$ cat config.mk
export PLATFORM = sky130hd
export DESIGN_NAME = linear_dump_ctrl
export DESIGN_NICKNAME = d
export VERILOG_FILES = /design/src/rtl/linear_dump_ctrl.sv
export SDC_FILE = /design/constraint.sdc
export NUM_CORES = 1
export LEC_CHECK = 0
export ABC_CLOCK_PERIOD_IN_PS = 4600
export CAP_MARGIN = 20
export CORE_MARGIN = 3
export CORE_UTILIZATION = 25
export DETAILED_ROUTE_END_ITERATION = 16
export PLACE_DENSITY = 0.52
export SKIP_LAST_GASP = 1
export SYNTH_ARGS = -nofsm -noshare
export SYNTH_HDL_FRONTEND = slang
export SYNTH_SLANG_ARGS = --single-unit
$ cat constraint.sdc
create_clock -name clk_i -period 4.6 [get_ports clk_i]
set_input_delay 1.38 -clock clk_i [delete_from_list [all_inputs] [get_ports clk_i]]
set_output_delay 1.38 -clock clk_i [all_outputs]
set_load 0.02 [all_outputs]
$ cat src/rtl/linear_dump_ctrl.sv
// Arms a linear-execution extraction run: waits a programmable delay, blocks pc_set,
// and streams fetched words through a small FIFO. Optional macro: LINEAR_DUMP_ALARM_STOP_EN.
module linear_dump_ctrl #(
  parameter int FIFO_DEPTH = 4,
  parameter int CNT_W      = 32
) (
  input  logic             clk_i,
  input  logic             rst_i,
  input  logic             start_i,
  input  logic [CNT_W-1:0] delay_i,
  input  logic [CNT_W-1:0] max_words_i,
  input  logic             instr_valid_i,
  input  logic [31:0]      instr_rdata_i,
  input  logic             alarm_i,
  output logic             pc_set_block_o,
  output logic             dump_valid_o,
  input  logic             dump_ready_i,
  output logic [31:0]      dump_data_o,
  output logic             busy_o,
  output logic             done_o,
  output logic [1:0]       cause_o,
  output logic             overflow_o
);

  localparam int          PW      = (FIFO_DEPTH > 1) ? $clog2(FIFO_DEPTH) : 1;
  localparam logic [PW:0] DEPTH_C = (PW+1)'(FIFO_DEPTH);

  localparam logic [1:0] CAUSE_NONE  = 2'd0;
  localparam logic [1:0] CAUSE_LIMIT = 2'd1;
  localparam logic [1:0] CAUSE_ALARM = 2'd2;
  localparam logic [1:0] CAUSE_OVF   = 2'd3;

  typedef enum logic [2:0] {
    S_IDLE,
    S_DELAY,
    S_EXTRACT,
    S_DRAIN,
    S_DONE
  } state_t;

  state_t           r_state;
  state_t           w_state_next;
  logic [1:0]       r_cause;
  logic [1:0]       w_cause_next;
  logic             r_overflow;
  logic             w_ovf_next;
  logic             w_start;

  logic [CNT_W-1:0] r_delay_cnt;
  logic [CNT_W-1:0] r_limit;
  logic [CNT_W-1:0] r_word_cnt;
  logic [CNT_W-1:0] w_word_inc;

  logic [31:0]      r_mem [FIFO_DEPTH];
  logic [PW-1:0]    r_wr_ptr;
  logic [PW-1:0]    r_rd_ptr;
  logic [PW:0]      r_count;

  logic             w_empty;
  logic             w_full;
  logic             w_pop;
  logic             w_push_req;
  logic             w_push;
  logic             w_drop;
  logic             w_limit_hit;
  logic             w_alarm;

`ifdef LINEAR_DUMP_ALARM_STOP_EN
  assign w_alarm = alarm_i && ((r_state == S_DELAY) || (r_state == S_EXTRACT));
`else
  // Alarm input is parked; it never ends a run in this build.
  assign w_alarm = 1'b0 & alarm_i;
`endif

  assign w_empty    = (r_count == '0);
  assign w_full     = (r_count == DEPTH_C);
  assign w_pop      = !w_empty && dump_ready_i;
  // An alarm cycle captures nothing, so the drained words are exactly those seen before it.
  assign w_push_req = (r_state == S_EXTRACT) && instr_valid_i && !w_alarm;
  assign w_push     = w_push_req && (!w_full || w_pop);
  assign w_drop     = w_push_req && w_full && !w_pop;

  assign w_word_inc  = (&r_word_cnt) ? r_word_cnt : r_word_cnt + 1'b1;
  assign w_limit_hit = w_push && (r_limit != '0) && (w_word_inc == r_limit);

  always_comb begin
    w_state_next = r_state;
    w_cause_next = r_cause;
    w_ovf_next   = r_overflow;
    w_start      = 1'b0;
    case (r_state)
      S_IDLE: begin
        if (start_i) begin
          w_start      = 1'b1;
          w_cause_next = CAUSE_NONE;
          w_ovf_next   = 1'b0;
          w_state_next = (delay_i == '0) ? S_EXTRACT : S_DELAY;
        end
      end
      S_DELAY: begin
        if (w_alarm) begin
          w_cause_next = CAUSE_ALARM;
          w_state_next = w_empty ? S_DONE : S_DRAIN;
        end else if (r_delay_cnt <= CNT_W'(1)) begin
          w_state_next = S_EXTRACT;
        end
      end
      S_EXTRACT: begin
        if (w_alarm) begin
          w_cause_next = CAUSE_ALARM;
          w_state_next = S_DRAIN;
        end else if (w_drop) begin
          w_cause_next = CAUSE_OVF;
          w_ovf_next   = 1'b1;
          w_state_next = S_DRAIN;
        end else if (w_limit_hit) begin
          w_cause_next = CAUSE_LIMIT;
          w_state_next = S_DRAIN;
        end
      end
      S_DRAIN: begin
        if (w_empty) begin
          w_state_next = S_DONE;
        end
      end
      S_DONE:  w_state_next = S_IDLE;
      default: w_state_next = S_IDLE;
    endcase
  end

  always_ff @(posedge clk_i or posedge rst_i) begin
    if (rst_i) begin
      r_state     <= S_IDLE;
      r_cause     <= CAUSE_NONE;
      r_overflow  <= 1'b0;
      r_delay_cnt <= '0;
      r_limit     <= '0;
      r_word_cnt  <= '0;
      r_wr_ptr    <= '0;
      r_rd_ptr    <= '0;
      r_count     <= '0;
    end else begin
      r_state    <= w_state_next;
      r_cause    <= w_cause_next;
      r_overflow <= w_ovf_next;
      if (w_start) begin
        r_delay_cnt <= delay_i;
        r_limit     <= max_words_i;
        r_word_cnt  <= '0;
        r_wr_ptr    <= '0;
        r_rd_ptr    <= '0;
        r_count     <= '0;
      end else begin
        if ((r_state == S_DELAY) && (r_delay_cnt != '0)) begin
          r_delay_cnt <= r_delay_cnt - 1'b1;
        end
        if (w_push) begin
          r_wr_ptr   <= r_wr_ptr + 1'b1;
          r_word_cnt <= w_word_inc;
        end
        if (w_pop) begin
          r_rd_ptr <= r_rd_ptr + 1'b1;
        end
        case ({w_push, w_pop})
          2'b10:   r_count <= r_count + 1'b1;
          2'b01:   r_count <= r_count - 1'b1;
          default: r_count <= r_count;
        endcase
      end
    end
  end

  // Storage needs no reset: the head is masked to zero whenever the buffer is empty.
  always_ff @(posedge clk_i) begin
    if (w_push) begin
      r_mem[r_wr_ptr] <= instr_rdata_i;
    end
  end

  assign pc_set_block_o = (r_state == S_EXTRACT);
  assign busy_o         = (r_state == S_DELAY) || (r_state == S_EXTRACT) || (r_state == S_DRAIN);
  assign done_o         = (r_state == S_DONE);
  assign dump_valid_o   = !w_empty;
  assign dump_data_o    = w_empty ? 32'd0 : r_mem[r_rd_ptr];
  assign cause_o        = r_cause;
  assign overflow_o     = r_overflow;

endmodule

==> reports/qor.yml <==
run_status:
  status: "finished clean"
routing:
  drt_iter0_markers: 595
  drcViolationCount: 0
  viasPerCell: 5.03
  wl_um: 33800
  num_vias: 9277
  wire_per_inst_um: 18.3
  ant_nets: 0
  firstDrtPassIters: 5
logic_synthesis:
  yosysSeqAreaShare: 0.548
  yosysTopAreaCellShare: 0.321
  ys_ff_latch: 237
  syn_area_mm2: 0.0120
  synth-edff-count: 128
  synth_compound_area_frac: 0.114
  syn_inst: 1099
  synth.area.top_cells: "edfxtp_1 32%, dfrtp_1 23%, mux4_2 6.0%"
  yosysTopAreaCell: "edfxtp_1"
  synthXorXnorAreaFrac: 0.0380
  synth_fp_nets: 1209
  synthSimpleGateAreaFrac: 0.195
  yosysUniqueCellTypes: 66
  synth-warning-count: 0
  async_flop_share: 0.460
  synth_top_family_by_area: "simple AND/OR/NAND/NOR gates"
  synth.avg_cell_area_um2: 10.9
  synth.mux.area_fraction: 0.0662
  synth_fa_ha_area_frac: 0.00898
  synthFlopType: "edfxtp_1"
worst_setup_path:
  crit_type: "register to primary output"
  cp_data_arrival_time_ns: 2.72
  crit_fanout: 27
  cp.required_ns: 3.22
  crit_path_end_kind: "primary output"
  start_kind: "register"
grt:
  overflow: 0
  grtUsageTotal: 0.130
  grt_pass1_vias: 9067
  grt_pass1_wl_um: 52600
  grt_max_degree: 73
  grt_antenna_before_repair: 1
sta:
  setup_violations: 0
  grt_setup_unrepaired: "false"
  finClkSkew_ns: 0.0257
  period_minus_slack_ns: 4.10
  worst-slew-pin-transition_ns: 0.765
  fin_crit_sh: 0.891
  slew_viol_final: 0
  maxSlewHeadroom: 0.485
  fin_ws_ns: 0.502
  hold_viol_final: 0
  fmax_mhz: 244
  fin_setup_tns_ns: 0
clock_network:
  cts-buffers-inserted: 28
  clk_pin_slew_ns: 0.06
  htreeDepth: 1
  cts.repair.resized: 0
  cts-root-buf: "clkbuf_16"
  ctsHoldBuffers: 0
  clk_latency_ns: 0.56
  post-cts-setup-buffers: 0
  clock-sinks: 237
  clockBufferDepth: 3
  cts_tree: "built"
placement:
  place_hpwl_um: 22800
  dpl-instance-area_mm2: 0.0141
  portBuffers: 139
  place_ws_ns: 0.624
  place_congestion: 0.880
finish:
  drive_gt1_frac: 0.100
  nets: 1329
  design_area_mm2: 0.0150
  syn2layout_area_growth_pct: 25.1
  postLayoutCoreUtil: 0.319
  n_antenna_cell: 0
die:
  row_count: 79
  initial_core_util: 0.255
  die_h_um: 225
  fp.dieW_um: 225
  ios: 141
  coreArea_mm2: 0.0470
  die_area_mm2: 0.0506
power_and_ir_drop:
  cellLeakagePower_uw: 0.00537
  p_per_area_mw_per_mm2: 574
  fin_total_pwr_uw: 8600
  irDropWorstVdd_v: 0.000327
min_path:
  hold_path_class: "register to register"
job:
  max-cap-violations: 0
-- path summary, 6_finish.rpt --
path | startpoint | to | slack [ns] | cells past startpoint
max in group asynchronous | rst_i | r_word_cnt[6] | 2.52 | 3
hold / removal | overflow_o | overflow_o | 0.50 | 1
setup / recovery | r_rd_ptr[0] | dump_data_o[19] | 0.50 | 4
hold reg to reg | overflow_o | overflow_o | 0.50 | 1
min in group asynchronous | rst_i | r_delay_cnt[12] | 1.27 | 2
setup reg to reg | r_word_cnt[0] | cause_o[1] | 0.73 | 10
-- synth_stat cells (all sizes together), types with 3 or more instances --
master,count
a221o,16
nand4,29
dfrtp,109
ha,7
o21ai,70
or2,8
buf,11
o41ai,6
and3,12
a21o,3
nor3,29
or4,8
a31oi,10
nor4,50
a22oi,3
o2111ai,4
nand3b,3
or3,9
o31ai,11
edfxtp,128
nor2,56
a211oi,7
xor2,18
clkbuf,61
nor2b,4
o22ai,7
nor3b,3
a21oi,41
nand3,21
and4,10
xnor2,34
inv,17
nand2,171
o211ai,10
and2,39
nand2b,6
mux4,32
mux2i,5
-- area by class of cell --
class | instances | area (um2)
tap | 607 | 759
multi-input combinational | 773 | 5090
fill | 4755 | 32000
clock buffer | 30 | 729
clock inverter | 20 | 178
timing repair buffer | 162 | 1600
inverter | 17 | 66.3
sequential | 237 | 6570
-- worst max-delay path, stage by stage, from the launching register on --
cell and delay [ns]:
dfrtp_2 0.56, buf_12 0.30, mux4_2 0.54, and2_1 0.20
clkdlybuf4s50_1 0.54
-- power breakdown --
part	switching, uW	internal [uW]
Sequential	465	2750
Combinational	1780	1440
Clock	913	1270
-- kinds of logic (layout without fill, tap and decap cells) --
logic type,after synthesis,after routing
flip-flops,237,237
AND/OR/NAND/NOR,464,464
AO/OA/AOI/OAI,210,210
buffers and inverters,89,229
XOR/XNOR,52,52
multiplexers,39,39
adder cells (fa/ha/maj),8,8
-- metal layers --
metal  up-vias  wire, um  global-route usage
met4         2       844              0.0359
met2       324     14700               0.198
met1      4524     16100               0.192
met5         -        20                   0
li1       4377         -                   -
met3        50      2240              0.0231
-- placed cells by master (no fill, tap or decap), types with 21 or more instances in the layout --
master           Yosys  routed
nand2_1            171     171
clkdlybuf4s50_1      0     139
edfxtp_1           128     128
dfrtp_1            109     108
o21ai_0             69      69
nor2_1              56      56
nor4_1              50      49
a21oi_1             41      41
and2_1              39      39
xnor2_1             34      34
mux4_2              32      32
nor3_1              29      29
nand4_1             29      29
clkbuf_16            0      29
nand3_1             21      21
-- state kept, by name, summed over array words and instances, names as in the netlist --
name,cells
r_wr_ptr,2
r_rd_ptr,2
r_count,3
cause_o,2
r_state,3
overflow_o,1
r_delay_cnt,32
r_limit,32
r_mem,128
r_word_cnt,32
-- per-stage QoR --
step / cells / hold slack [ns]
after global placement: 1796 / 0.477
after floorplan: 1099 / 0.472
final: 1846 / 0.500
after global routing: 1846 / 0.528
after detailed placement: 1796 / 0.472
after CTS: 1846 / 0.500
(Power assumes the default switching activity.)
